$ cat config.mk
export PLATFORM = sky130hd
export DESIGN_NAME = pool2x2_engine
export DESIGN_NICKNAME = d
export VERILOG_FILES = /design/src/rtl/pool2x2_engine.sv
export SDC_FILE = /design/constraint.sdc
export NUM_CORES = 1
export LEC_CHECK = 0
export ABC_AREA = 1
export ABC_CLOCK_PERIOD_IN_PS = 2400
export CORE_ASPECT_RATIO = 1.75
export CORE_MARGIN = 1.5
export CORE_UTILIZATION = 49
export DETAILED_ROUTE_END_ITERATION = 16
export PLACE_DENSITY_LB_ADDON = 0.05
export SLEW_MARGIN = 20
export SYNTH_ARGS = -nofsm -noshare
export SYNTH_HDL_FRONTEND = slang
export SYNTH_SLANG_ARGS = --single-unit
$ cat constraint.sdc
create_clock -name clk -period 2.4 [get_ports clk]
set_clock_uncertainty 0.05 [all_clocks]
set_input_delay 0.6 -clock clk [delete_from_list [all_inputs] [get_ports clk]]
set_output_delay 0.6 -clock clk [all_outputs]
set_load 0.02 [all_outputs]
$ cat src/rtl/pool2x2_engine.sv
// pool2x2_engine
// 2x2 / stride-2 signed max-pooling layer engine. On a start pulse it reads
// an IN_DIM x IN_DIM feature map through a synchronous read port (data one
// cycle after rd_en). It writes the OUT_DIM x OUT_DIM pooled maxima through a
// write port, then holds done until the next accepted start.
//
// Ports
//   clk      in   rising-edge clock
//   rst      in   synchronous active-high reset
//   start    in   begin a pass (sampled in IDLE or DONE only)
//   busy     out  pass in progress
//   done     out  level, pass complete
//   rd_en    out  read request to input buffer
//   rd_addr  out  input address, row-major
//   rd_data  in   input data, valid one cycle after rd_en
//   wr_en    out  write strobe, one cycle per pooled result
//   wr_addr  out  output address, row-major
//   wr_data  out  pooled maximum (bit-exact copy of one input element)

module pool2x2_engine #(
    parameter int DATA_W = 32,
    parameter int IN_DIM = 6,
    parameter int ADDR_W = 6
) (
    input  logic              clk,
    input  logic              rst,
    input  logic              start,
    output logic              busy,
    output logic              done,
    output logic              rd_en,
    output logic [ADDR_W-1:0] rd_addr,
    input  logic [DATA_W-1:0] rd_data,
    output logic              wr_en,
    output logic [ADDR_W-1:0] wr_addr,
    output logic [DATA_W-1:0] wr_data
);

    localparam int OUT_DIM = IN_DIM / 2;
    localparam int CNT_W   = (OUT_DIM > 1) ? $clog2(OUT_DIM) : 1;

    localparam logic [CNT_W-1:0]  LAST_IDX = CNT_W'(OUT_DIM - 1);
    localparam logic [ADDR_W-1:0] ROW_STEP = ADDR_W'(IN_DIM);
    localparam logic [ADDR_W-1:0] WIN_ROW  = ADDR_W'(2 * IN_DIM);
    localparam logic [ADDR_W-1:0] OUT_STEP = ADDR_W'(OUT_DIM);

    typedef enum logic [2:0] {
        S_IDLE,
        S_R0,
        S_R1,
        S_R2,
        S_R3,
        S_CMP,
        S_WR,
        S_DONE
    } state_t;

    state_t state_q, state_d;

    logic [CNT_W-1:0]  orow_q, orow_d;
    logic [CNT_W-1:0]  ocol_q, ocol_d;
    logic [DATA_W-1:0] max_q, max_d;
    logic [ADDR_W-1:0] base;

    logic              busy_q, busy_d;
    logic              done_q, done_d;
    logic              rd_en_q, rd_en_d;
    logic [ADDR_W-1:0] rd_addr_q, rd_addr_d;
    logic              wr_en_q, wr_en_d;
    logic [ADDR_W-1:0] wr_addr_q, wr_addr_d;
    logic [DATA_W-1:0] wr_data_q, wr_data_d;

    // Next-state and window counters
    always_comb begin
        state_d = state_q;
        orow_d  = orow_q;
        ocol_d  = ocol_q;
        unique case (state_q)
            S_IDLE, S_DONE: begin
                if (start) begin
                    state_d = S_R0;
                    orow_d  = '0;
                    ocol_d  = '0;
                end
            end
            S_R0:  state_d = S_R1;
            S_R1:  state_d = S_R2;
            S_R2:  state_d = S_R3;
            S_R3:  state_d = S_CMP;
            S_CMP: state_d = S_WR;
            S_WR: begin
                if (ocol_q == LAST_IDX) begin
                    if (orow_q == LAST_IDX) begin
                        state_d = S_DONE;
                    end else begin
                        ocol_d  = '0;
                        orow_d  = orow_q + CNT_W'(1);
                        state_d = S_R0;
                    end
                end else begin
                    ocol_d  = ocol_q + CNT_W'(1);
                    state_d = S_R0;
                end
            end
            default: state_d = S_IDLE;
        endcase
    end

    // Outputs are registered, so they are derived from the *next* state and
    // next counters; this puts R0's read in the cycle right after start.
    always_comb begin
        base      = (ADDR_W'(orow_d) * WIN_ROW) + (ADDR_W'(ocol_d) << 1);
        busy_d    = (state_d != S_IDLE) && (state_d != S_DONE);
        done_d    = (state_d == S_DONE);
        rd_en_d   = (state_d == S_R0) || (state_d == S_R1) ||
                    (state_d == S_R2) || (state_d == S_R3);
        rd_addr_d = rd_addr_q;
        unique case (state_d)
            S_R0:    rd_addr_d = base;
            S_R1:    rd_addr_d = base + ADDR_W'(1);
            S_R2:    rd_addr_d = base + ROW_STEP;
            S_R3:    rd_addr_d = base + ROW_STEP + ADDR_W'(1);
            default: rd_addr_d = rd_addr_q;
        endcase

        // Read data arrives one cycle after each read: R1..CMP. The first
        // sample loads unconditionally; later ones replace only if strictly
        // greater, so ties keep the earlier element.
        max_d = max_q;
        unique case (state_q)
            S_R1: max_d = rd_data;
            S_R2, S_R3, S_CMP: begin
                if ($signed(rd_data) > $signed(max_q)) begin
                    max_d = rd_data;
                end
            end
            default: max_d = max_q;
        endcase

        wr_en_d   = (state_d == S_WR);
        wr_addr_d = wr_addr_q;
        wr_data_d = wr_data_q;
        if (state_d == S_WR) begin
            wr_addr_d = (ADDR_W'(orow_q) * OUT_STEP) + ADDR_W'(ocol_q);
            wr_data_d = max_d;
        end
    end

    always_ff @(posedge clk) begin
        if (rst) begin
            state_q   <= S_IDLE;
            orow_q    <= '0;
            ocol_q    <= '0;
            max_q     <= '0;
            busy_q    <= 1'b0;
            done_q    <= 1'b0;
            rd_en_q   <= 1'b0;
            rd_addr_q <= '0;
            wr_en_q   <= 1'b0;
            wr_addr_q <= '0;
            wr_data_q <= '0;
        end else begin
            state_q   <= state_d;
            orow_q    <= orow_d;
            ocol_q    <= ocol_d;
            max_q     <= max_d;
            busy_q    <= busy_d;
            done_q    <= done_d;
            rd_en_q   <= rd_en_d;
            rd_addr_q <= rd_addr_d;
            wr_en_q   <= wr_en_d;
            wr_addr_q <= wr_addr_d;
            wr_data_q <= wr_data_d;
        end
    end

    assign busy    = busy_q;
    assign done    = done_q;
    assign rd_en   = rd_en_q;
    assign rd_addr = rd_addr_q;
    assign wr_en   = wr_en_q;
    assign wr_addr = wr_addr_q;
    assign wr_data = wr_data_q;

endmodule

# ---- Yosys cells after proc, flatten, opt, wreduce, memory -nomap -nowiden
# Cells that the tools add are included.
# Widths: inputs -> output; s select.
dict set report word_totals {
  regBits 87
  in_bits 35
  out_inout_bits 48
}
dict set report classes {
  addsub 7
  multipliers 2
  order_cmp 1
  eq_ne 16
  n_mux 15
  n_reduce_logical 9
}
# op n
set op_table {}
lappend op_table {{$pmux 32 s2} 1}
lappend op_table {{$gt 32x32->1} 1}
lappend op_table {{$mux 32} 1}
lappend op_table {{$pmux 6 s4} 1}
lappend op_table {{$eq 3x3->1 const B} 7}
lappend op_table {{$pmux 3 s7} 1}
lappend op_table {{$add 6x1->6 const B} 2}
lappend op_table {{$eq 3x2->1 const B} 4}
lappend op_table {{$mux 2} 6}
lappend op_table {{$mux 3} 3}
lappend op_table {{$mul 2x2->4 const B} 2}
lappend op_table {{$pmux 2 s2} 2}
lappend op_table {{$add 6x3->6} 1}
lappend op_table {{$add 6x3->6 const B} 1}
lappend op_table {{$eq 3x1->1 const B} 2}
lappend op_table {{$add 4x2->5} 1}
lappend op_table {{$add 2x1->2 const B} 2}
lappend op_table {{$eq 2x2->1 const B} 2}
lappend op_table {{$reduce_bool 4->1} 1}
lappend op_table {{$logic_not 3->1} 1}
lappend op_table {{$logic_or 1x1->1} 3}
lappend op_table {{$ne 3x3->1 const B} 1}
lappend op_table {{$reduce_bool 3->1} 1}
lappend op_table {{$reduce_or 3->1} 1}
lappend op_table {{other kinds (2)} 2}

# ---- Longest topological paths before layout
dict set report depth {
  word_depth 9
  mapped_depth 21
}

# ---- Least setup slack after synthesis
# No wires, ideal clock.
dict set report synth_path {
  path_type {reg2reg}
  startpoint {reg state_q[2]}
  endpoint {reg rd_addr_q[5] (netlist: rd_addr[5])}
  setup_ns 0.074
  arrival_ns 2.255
  setup_slack_ns 0.021
  stages_incl_launch_ff 14
  path_buffers 0
  synth_period_minus_slack_ns 2.379
  path_cell_list {dfxtp_1 nand2_1 nor2_1 o21ai_0 a21oi_1 inv_1 ha_1 ha_1 inv_1 nor2_1 nand2_1 o21ai_0 nand2_1 o21ai_0}
}
dict set report synth_between {
  elab_chain_cells 8
}
# element line_no
set synth_lines {}
lappend synth_lines {{start: declaration} 57} ;# state_t state_q, state_d;
lappend synth_lines {{start signal: assignment} 162} ;# state_q <= state_d;
lappend synth_lines {{$eq 3x3->1 / $logic_not 3->1 (equally long branches)} 77} ;# unique case (state_q)
lappend synth_lines {{$reduce_or 2->1} 77}
lappend synth_lines {{$pmux 2 s2 (*)} 77}
lappend synth_lines {{via orow_d[0]} 59} ;# logic [CNT_W-1:0] orow_q, orow_d;
lappend synth_lines {{$mul 2x2->4 (*)} 111} ;# base = (ADDR_W'(orow_d) * WIN_ROW) + (ADDR_W'(ocol_d) << 1);
lappend synth_lines {{$add 6x3->6 (*)} 111}
lappend synth_lines {{$add 6x3->6} {120, 121}}
lappend synth_lines {{$add 6x1->6} 121} ;# S_R3: rd_addr_d = base + ROW_STEP + ADDR_W'(1);
lappend synth_lines {{$pmux 6 s4 (*)} 117} ;# unique case (state_d)
lappend synth_lines {{end signal: assignment} 169} ;# rd_addr_q <= rd_addr_d;
lappend synth_lines {{end: declaration} 67} ;# logic [ADDR_W-1:0] rd_addr_q, rd_addr_d;
# Mark *: on every way through the listed nets, which the timed path passes. The rest lies on a longest branch.
# A chain may end at the register's enable or synchronous reset.

# ---- Worst setup path in the final report
dict set report layout_path {
  startpoint {in rd_data[31]}
  endpoint {reg wr_data_q[25] (netlist: wr_data[25])}
}
dict set report layout_between {
  elab_chain_cells 3
}
# element line_no
set layout_lines {}
lappend layout_lines {{start: declaration} 32} ;# input logic [DATA_W-1:0] rd_data,
lappend layout_lines {{$gt 32x32->1} 132} ;# if ($signed(rd_data) > $signed(max_q)) begin
lappend layout_lines {{$mux 32} 132}
lappend layout_lines {{$pmux 32 s2} 129} ;# unique case (state_q)
lappend layout_lines {{end signal: assignment} 172} ;# wr_data_q <= wr_data_d;
lappend layout_lines {{end: declaration} 70} ;# logic [DATA_W-1:0] wr_data_q, wr_data_d;
# No other way between the ends.

==> reports/summary.log <==
[power_and_ir_drop] maximum VDD drop 0.000437 V
[clocking] Clock Sinks 85
[cells_and_area] Fill cells 770
[sta] relative max-transition margin 62.5%
[run_status] run status complete, but fails checks
[sta] worst-margin pin slew 562 ps
[critical_path] CP max stage delay 300 ps
[sta] post-route setup slack -11.7 ps
[placement] routability congestion estimate 0.853
[placement] HPWL after detailed placement 9970 um
[grt] global-route wire length before repair 24700 um
[yosys] EDFF count, synth 0
[cells_and_area] layout cell share with drive strength beyond 1 28.2%
[sta] count of final setup violators 8
[yosys] yosys synthesis warning count 0
[die] Die Y 139 um
[worst_hold_path] Hold Path Class register to register
[critical_path] endpoint kind of the worst setup timing path register
[sta] Max Clk Rate 415 MHz
[job] maxcap violations 0
[yosys] Post-Synthesis Cell Area 0.00520 sq mm
[sta] setup total negative slack -42.9 ps
[power_and_ir_drop] leakage power 0.00338 uW
[critical_path] Critical Path Source Type input port
[sta] setup repair after global routing missed its margin true
[die] Placement Rows 49
[grt] overall global routing resource usage 27.8%
[grt] vias in the first global route 5411
[power_and_ir_drop] power per unit of standard cell area 626 mW/mm^2
[yosys] ys async rst share 0%
[route] number of antenna-violating nets in the routed design 0
[die] Top-Level Pins 83
[sta] Max Transition Viols Final 0
[yosys] average size of a mapped cell 6.91 sq um
[cells_and_area] post-layout net count 942
[critical_path] cells along the critical path buf_2 > ha_4 > nand2_4 > nor2_4 > nand2_4 > nor4_4 > nand2_4 > nand2_4 > nand2_4 > nand3_4 > buf_12 > buf_8 > nand2_2 > nand3_2 > nand3_2 > nand2_1 > inv_1
[clocking] clock slew seen by the registers of the worst setup and hold paths 60 ps
[grt] total gr overflow 0
[route] average routed wire per standard cell 16.0 um
[die] area enclosed by the die boundary 0.0113 sq mm
[run_status] failing checks negative setup slack
[sta] ratio of final minimum period to clock period 100%
[grt] maximum number of pins on one net before global-route repair 48
[clocking] cts bufs inserted 9
[yosys] number of distinct library cells after synthesis 35
[placement] minimum setup slack after placement -684 ps
[sta] final hold violation count 0
[critical_path] Worst EP required 2600 ps
[grt] antenna violations before repair 0
[cells_and_area] number of non-filler instances in the completed layout 996
[clocking] CTS tree done
[critical_path] crit-path max FO 5
[route] initial drt markers 279
[route] DRC errors left 0
[cells_and_area] synthesis-to-layout area growth 46.5%
[yosys] leading register cell type out of synthesis dfxtp_1
[yosys] synthesis-stage register bit count 85
[die] core outline area 0.0103 sq mm
[sta] crit path time final 2410 ps
[clocking] CTS HTree Levels 3
[critical_path] type of the worst setup path input port to register
[placement] number of I/O port buffers 80
[critical_path] most repeated library cell on the critical path nand2_4
[critical_path] endpoint arrival time on the critical path 2610 ps
[clocking] clk_lat worst skew 350 ps
[route] overall via count from detail_route 5525
[critical_path] slowest cell on the critical path nor4_4
[clocking] buffer type at the clock tree root clkbuf_16
[yosys] sequential cell area fraction in the yosys report 32.7%
[clocking] number of buffers inserted for hold repair after clock tree synthesis 0
[yosys] gate count of the mapped netlist 753
[route] via count normalized by instance count 5.55
[die] Die X-Extent 80.9 um
[clocking] maximum clock insertion buffer count 2
[placement] placed insts 969
[route] total wire length after detailed routing 15900 um
[die] Initial Util 50.5%
[route] detailed-routing iteration count for the pre-antenna-repair pass 4
[cells_and_area] Antenna diodes 0
==> Yosys cell counts, types with 2 or more instances <==
cell        n  area share [%]
buf_4       2            0.29
nor2_1     32             2.3
nand4_1    34             4.1
a21oi_1    56             5.4
buf_1       3            0.22
nor4_1      2            0.24
nor3_1      3            0.29
nand2_1   119             8.6
clkbuf_1   19             1.4
nand3_1    74             7.1
o21a_1     32             4.6
inv_1     167              12
o22ai_1    32             3.8
o21ai_0    19             1.8
ha_1       41             9.9
buf_2      12             1.2
dfxtp_1    85              33
buf_6       3            0.65
fa_1        2            0.77
==> kinds of logic (layout without fill, tap and decap cells) <==
family | Yosys count | count (layout) | share of synthesized area, %
AO/OA/AOI/OAI | 146 | 146 | 16.8
XOR/XNOR | 2 | 2 | 0.337
adder cells (fa/ha/maj) | 43 | 43 | 10.6
buffers and inverters | 207 | 322 | 15.8
flip-flops | 85 | 85 | 32.7
other | 1 | 2 | 0.0721
AND/OR/NAND/NOR | 269 | 269 | 23.6
==> metrics by stage <==
stage          util (%)  power, uW  area, sq um  hold WS, ps
2_1_floorplan         -       2330         5210          456
3_3_place_gp       62.4       2710         6420          411
3_5_place_dp       62.4       2740         6420          425
4_1_cts            70.6       4600         7270          445
5_1_grt            74.0       4990         7620          465
6_report           74.0       4770         7620          443
==> flip-flops by register name (all words and copies together) (netlist names) <==
signal,count
rd_addr,6
wr_en,1
state_q,3
rd_en,1
busy,1
orow_q,2
max_q,32
wr_data,32
ocol_q,2
done,1
wr_addr,4
==> final timing paths <==
path | from | endpoint | slack, ps | depth (start not counted)
max | rd_data[31] | wr_data[25] | -10 | 17
min | rd_addr[0] | rd_addr[0] | 440 | 2
max reg2reg | max_q[29] | wr_data[25] | -10 | 17
min reg2reg | rd_addr[0] | rd_addr[0] | 440 | 2
==> per-layer routing <==
metal	GRT usage (%)	vias up	share of wire, %
met5	0	-	0
li1	-	2684	-
met1	29.7	2635	37
met3	4.07	56	4.4
met4	13.2	0	3.8
met2	51.2	150	55
==> what timing repair did <==
action                     CTS  global route
gates cloned                 1             0
setup buffers               10             2
resized for setup          145           121
setup endpoints to repair   67            68
pin swaps                   86            68
==> where the power goes <==
part           total (uW)  internal, uW  switching (uW)
Sequential           1540          1500            39.9
Combinational        1630           688             939
Clock                1600          1020             582
==> layout by cell type, fill, tap and decap left out, types with 11 or more instances in the layout <==
master / n
nand3_1: 34
a21oi_2: 16
nand4_1: 34
clkdlybuf4s50_1: 47
dfxtp_1: 75
nand2_1: 81
a21oi_1: 41
buf_4: 42
o21ai_0: 12
inv_2: 12
o21a_1: 32
nand2_2: 29
nand3_2: 38
dlygate4sd2_1: 11
o22ai_1: 32
inv_1: 155
ha_4: 21
ha_1: 18
nor2_1: 23
==> final cells by class <==
type                    instances  area, sq um  share of cell area [%]
repair buffers                138         1320                    17.4
multi-input cells             462         3450                    45.3
flip-flops and latches         85         1720                    22.5
inverters                     168          633                    8.31
well taps                     127          159                    2.09
clock inverters                 6          111                    1.46
clock buffers                  10          229                    3.00
==> critical path: cells and delay by family <==
kind,cells,cell delay (ps)
AND/OR/NAND/NOR,12,1310
buffers and inverters,4,420
adder cells (fa/ha/maj),1,290
Power figures use the tool's default switching activity.
==> edit 1, RTL diff (same settings) <==
`wr_data_q` no longer has a reset.
--- a/src/rtl/pool2x2_engine.sv
+++ b/src/rtl/pool2x2_engine.sv
@@ -157,7 +157,6 @@
             rd_addr_q <= '0;
             wr_en_q   <= 1'b0;
             wr_addr_q <= '0;
-            wr_data_q <= '0;
         end else begin
             state_q   <= state_d;
             orow_q    <= orow_d;
@@ -169,8 +168,11 @@
             rd_addr_q <= rd_addr_d;
             wr_en_q   <= wr_en_d;
             wr_addr_q <= wr_addr_d;
-            wr_data_q <= wr_data_d;
         end
+    end
+
+    always_ff @(posedge clk) begin
+        wr_data_q <= wr_data_d;
     end
 
     assign busy    = busy_q;
Check against the original RTL: differs if rst is asserted again (counterexample within 10 cycles, from zero or initial values and one cycle with rst high); with rst held inactive, the same outputs for 10 cycles.
==> edit 1 against the original RTL <==
- the flow still finishes with violations (setup timing)
- sequential cell count unchanged
- wire length up 4.8%
- total power down 11%
- cell count down 8.9%
- worst setup slack worse by 140 ps
- sequential power up 3%
- synthesized area down 4.7%
- fmax down 5.5%
- critical path depth down 3
- non-clock buffer count up 16
- cell area down 0.18%
- critical endpoint is now max_q[20]
- largest power group is now sequential cells
- highest routed layer unchanged
==> edit 1: results (changes against the original RTL) <==
| Metric | Value |
|---|---|
| Wire length of the first global-routing pass | `24400 µm (was 24700 µm)` |
| Launch point of the critical path | `rd_data[19] (was rd_data[31])` |
| Count of filler cells inserted in the layout | `662 (was 770)` |
| Initial DRC Count | `327 (was 279)` |
| Largest net degree at the start of global routing | `40 (was 48)` |
| Setup slack after placement | `-701 ps (was -684 ps)` |
| Failing checks | `setup timing (unchanged)` |
| Unique masters post-synth | `37 (was 35)` |
| VDD IR-drop max | `0.414 mV (was 0.437 mV)` |
| Nets | `855 (was 942)` |
| Outcome | `finished with violations (unchanged)` |
| Biggest area contributors in the synthesized netlist | `sky130_fd_sc_hd__dfxtp_1, sky130_fd_sc_hd__edfxtp_1, sky130_fd_sc_hd__ha_1, sky130_fd_sc_hd__inv_1, sky130_fd_sc_hd__nand2_1 (was sky130_fd_sc_hd__dfxtp_1, sky130_fd_sc_hd__inv_1, sky130_fd_sc_hd__ha_1, sky130_fd_sc_hd__nand2_1, sky130_fd_sc_hd__nand3_1)` |
| Launch instance of the worst min-delay path | `rd_addr[4] (was rd_addr[0])` |
| Data arrival time of the critical path | `2750 ps (was 2610 ps)` |
| Placed instance count | `868 (was 969)` |
| Beginning of the worst register-to-register path | `max_q[20] (was max_q[29])` |
| Standby leakage power | `3.30 nW (was 3.38 nW)` |
| Average footprint of a synthesized cell | `7.75 µm² (was 6.91 µm²)` |
| CP Max Fanout | `4 (was 5)` |
| Via count of the first global-routing pass | `5301 (was 5411)` |
| Detailed Route WL | `16700 µm (was 15900 µm)` |
| Worst Slack Setup Final | `-153 ps (was -11.7 ps)` |
| Overall Global Routing Usage | `29.6% (was 27.8%)` |
| Top post-synthesis cells by count | `sky130_fd_sc_hd__inv_1, sky130_fd_sc_hd__nand2_1, sky130_fd_sc_hd__a21oi_1, sky130_fd_sc_hd__dfxtp_1, sky130_fd_sc_hd__nand3_1 (was sky130_fd_sc_hd__inv_1, sky130_fd_sc_hd__nand2_1, sky130_fd_sc_hd__dfxtp_1)` |
| Endpoints failing setup | `53 (was 8)` |
| Sequential fraction of the synthesis area | `40.8% (was 32.7%)` |
| Routed wirelength normalized by instance count | `18.4 µm (was 16.0 µm)` |
| Final RePlAce weighted congestion | `0.882 (was 0.853)` |
| Share of post-route cells with drive strength above 1 | `35.9% (was 28.2%)` |
| Drt via density | `5.79 (was 5.55)` |
edit 1: cell count changes in the layout (fill, tap and decap cells not counted), moves of 15 or more:
| cell | unedited run | this run |
|---|---|---|
| sky130_fd_sc_hd__edfxtp_1 | 0 | 32 |
| sky130_fd_sc_hd__o21a_1 | 32 | 1 |
| sky130_fd_sc_hd__nand3_2 | 38 | 19 |
| sky130_fd_sc_hd__dfxtp_1 | 75 | 42 |
| sky130_fd_sc_hd__inv_1 | 155 | 113 |
| sky130_fd_sc_hd__a21oi_1 | 41 | 26 |
edit 1: worst paths after layout:
check                             endpoint  cells after the start
worst max-delay path             max_q[20]                     14
worst min-delay path            rd_addr[4]                      2
worst max register to register   max_q[20]                     14
worst min register to register  rd_addr[4]                      2
edit 1: cells by family (layout without fill, tap and decap cells):
logic type | after synthesis | count (layout) | synth area share [%]
compound gates | 110 | 110 | 12.6
simple gates | 237 | 237 | 22.0
flops | 85 | 85 | 40.8
fa+ha+maj | 43 | 43 | 11.2
buf+inv | 162 | 303 | 13.1
xor+xnor | 2 | 2 | 0.353
other cells | 1 | 2 | 0.0756
edit 1: per-stage QoR:
| stage | setup TNS (ps) | total power, mW | area, µm² | util [%] |
|---|---|---|---|---|
| finish | -1610 | 4.24 | 7610 | 77.2 |
| global route | -7890 | 4.41 | 7610 | 77.2 |
| CTS | 0 | 4.03 | 7170 | 72.8 |
| detailed placement | -41150 | 2.49 | 6240 | 63.3 |
| global placement | -38720 | 2.47 | 6240 | 63.3 |
| floorplan | 0 | 2.17 | 4960 | - |
edit 1: metal layers:
metal / track usage, % / share of wire, % / vias up
met1: 28.5 / 33 / 2501
met4: 20.8 / 6.9 / 0
li1: - / - / 2408
met5: 0 / 0 / -
met2: 55.3 / 55 / 260
met3: 5.03 / 5.6 / 87
edit 1: power breakdown:
| group | switching, mW | total [mW] | internal [mW] |
|---|---|---|---|
| combinational | 0.748 | 1.38 | 0.630 |
| clock | 0.571 | 1.27 | 0.699 |
| sequential | 0.0279 | 1.59 | 1.56 |
edit 1: cell type report:
class	count	area, µm²	share of cell area, %
clock buffers	12	236	3.11
inverters	133	507	6.66
multi-input cells	394	3100	40.8
flip-flops and latches	85	2040	26.8
well taps	125	156	2.06
clock inverters	4	25.0	0.329
repair buffers	154	1540	20.2
edit 1: timing repair:
| action | 4_1_cts | 5_1_grt |
|---|---|---|
| setup endpoints to repair | 68 | 68 |
| pin swaps | 69 | 80 |
| gates cloned | 5 | 2 |
| gates resized for setup | 186 | 121 |
| setup buffers | 15 | 4 |
==> edit 2, RTL diff (same flow settings) <==
Without the edit above. `ADDR_W`: 6 -> 8.
--- a/src/rtl/pool2x2_engine.sv
+++ b/src/rtl/pool2x2_engine.sv
@@ -20,7 +20,7 @@
 module pool2x2_engine #(
     parameter int DATA_W = 32,
     parameter int IN_DIM = 6,
-    parameter int ADDR_W = 6
+    parameter int ADDR_W = 8
 ) (
     input  logic              clk,
     input  logic              rst,
Interface: changed (resized rd_addr and wr_addr); port bits go from 83 to 87. No check against the original RTL was run, so the function may have changed too.
==> edit 2 against the original RTL <==
- non-clock buffer count up 12
- via count increased by 0.29%
- synthesized area up 1.6%
- critical endpoint is now rd_addr[6]
- total power increased by 5.6%
- fmax decreased by 0.16%
- sequential share of layout area increased by 0.20 points
- sequential cell count increased by 2
- the run still ends with setup timing left
- wire length is 1.9% lower
- largest power group is now the clock network
- cell area grew 1.3%
- clock power rose by 17%
- worst setup slack worse by 4.0 ps
==> edit 2: results (changes against the original RTL) <==
| Metric | Value |
|---|---|
| Unique masters post-synth | `36 (was 35)` |
| Number of cells upsized or downsized after cts | `86 (was 145)` |
| Beginning of the worst register-to-register path | `orow_q[0] (was max_q[29])` |
| Instance area at placement | `0.00648 mm² (was 0.00642 mm²)` |
| Adder and majority cell fraction of the synthesized area | `10.2% (was 10.6%)` |
| Logic gate share of total power | `31.6% (was 34.1%)` |
| Outcome | `finished with violations (unchanged)` |
| Overall Global Routing Usage | `27.1% (was 27.8%)` |
| Final RePlAce weighted congestion | `0.849 (was 0.853)` |
| Sequential fraction of the synthesis area | `33.0% (was 32.7%)` |
| Worst Slack Setup Final | `-15.7 ps (was -11.7 ps)` |
| Count of filler cells inserted in the layout | `817 (was 770)` |
| Largest net degree at the start of global routing | `39 (was 48)` |
| Critical R2R Capture | `rd_addr[6] (was wr_data[25])` |
| Top post-synthesis cells by count | `sky130_fd_sc_hd__inv_1, sky130_fd_sc_hd__nand2_1, sky130_fd_sc_hd__dfxtp_1 (unchanged)` |
| Setup slack after placement | `-635 ps (was -684 ps)` |
| Crit path max-delay cell type | `sky130_fd_sc_hd__dfxtp_2 (was sky130_fd_sc_hd__nor4_4)` |
| Initial DRC Count | `259 (was 279)` |
| Via count of the first global-routing pass | `5568 (was 5411)` |
| Placed instance count | `987 (was 969)` |
| Internal power contribution | `3.44 mW (was 3.21 mW)` |
| Setup TNS | `-15.7 ps (was -42.9 ps)` |
| Xor/xnor cell area share of the yosys netlist | `0.331% (was 0.337%)` |
| Data arrival time of the critical path | `2660 ps (was 2610 ps)` |
| Hold crit path type | `flop to flop (unchanged)` |
| Share of power burned in the clock network | `37.0% (was 33.5%)` |
| Count of input and output buffers | `82 (was 80)` |
| Endpoints failing setup | `1 (was 8)` |
| Initial antenna violation count | `2 (was 0)` |
| Overall via count from detail_route | `5541 (was 5525)` |
| HPWL after detailed placement | `9820 µm (was 9970 µm)` |
| Launch instance of the worst min-delay path | `rd_addr[5] (was rd_addr[0])` |
| Final standard cell count with taps included and fillers excluded | `1023 (was 996)` |
| Standby leakage power | `3.42 nW (was 3.38 nW)` |
| Compound-Gate Fraction of Synth Area | `16.9% (was 16.8%)` |
| Power in sequential cells | `1.58 mW (was 1.54 mW)` |
| Wire length of the first global-routing pass | `24300 µm (was 24700 µm)` |
| Fin Hold WS | `402 ps (was 443 ps)` |
| Average footprint of a synthesized cell | `6.93 µm² (was 6.91 µm²)` |
| CP Max Fanout | `2 (was 5)` |
| VDD IR-drop max | `0.429 mV (was 0.437 mV)` |
| Failing checks | `setup timing (unchanged)` |
| Worst-case hold path end point | `rd_addr[5] (was rd_addr[0])` |
| Share of post-route cells with drive strength above 1 | `28.1% (was 28.2%)` |
| Max incr delay on CP | `330 ps (was 300 ps)` |
| Biggest area contributors in the synthesized netlist | `sky130_fd_sc_hd__dfxtp_1, sky130_fd_sc_hd__inv_1, sky130_fd_sc_hd__ha_1, sky130_fd_sc_hd__nand2_1, sky130_fd_sc_hd__nand3_1 (unchanged)` |
## edit 2: cell count changes after synthesis, moves of 4 or more
cell	change
sky130_fd_sc_hd__inv_1	-24
sky130_fd_sc_hd__inv_2	+19
sky130_fd_sc_hd__nor2_1	-5
sky130_fd_sc_hd__nand3_1	-8
sky130_fd_sc_hd__o21ai_1	+4
sky130_fd_sc_hd__buf_4	+8
sky130_fd_sc_hd__clkinv_1	+6
sky130_fd_sc_hd__o21ai_0	-6
sky130_fd_sc_hd__nand2_1	+11
sky130_fd_sc_hd__a21oi_1	-5
## edit 2: how the worst max path moves through the flow
stage	from	end	slack, ps	depth (start not counted)
after floorplan	start	rd_addr[6]	5	15
after global placement	rd_data[23]	wr_data[30]	-530	14
after detailed placement	start	rd_addr[6]	-640	16
after CTS	orow_q[0]	rd_addr[6]	-4	15
after global routing	state_q[1]	rd_addr[6]	-170	16
final	orow_q[0]	rd_addr[6]	-20	15
## edit 2: layer usage
layer  routed length (µm)  GRT usage (%)  part of all wire [%]  vias to the layer above
met2                 8640           51.1                    55                      164
met3                  558           3.39                   3.6                       41
met4                  596           16.8                   3.8                        0
met1                 5820           26.6                    37                     2622
met5                    0              0                     0                        -
li1                     -              -                     -                     2714
## edit 2: cell type report
class	count	area, µm²	area share (%)
Multi-Input combinational cell	469	3420	44.3
Sequential cell	87	1750	22.7
Timing Repair Buffer	150	1340	17.4
Inverter	169	639	8.28
Clock buffer	10	239	3.10
Tap cell	130	163	2.11
Clock inverter	6	155	2.01
Antenna cell	2	5.00	0.0648
## edit 2: critical path: cells and delay by family (launching register included)
kind / cells / cell delay, ps
AO/OA/AOI/OAI: 3 / 350
XOR/XNOR: 1 / 160
adder cells (fa/ha/maj): 3 / 720
buffers and inverters: 3 / 220
flip-flops: 1 / 330
AND/OR/NAND/NOR: 5 / 540
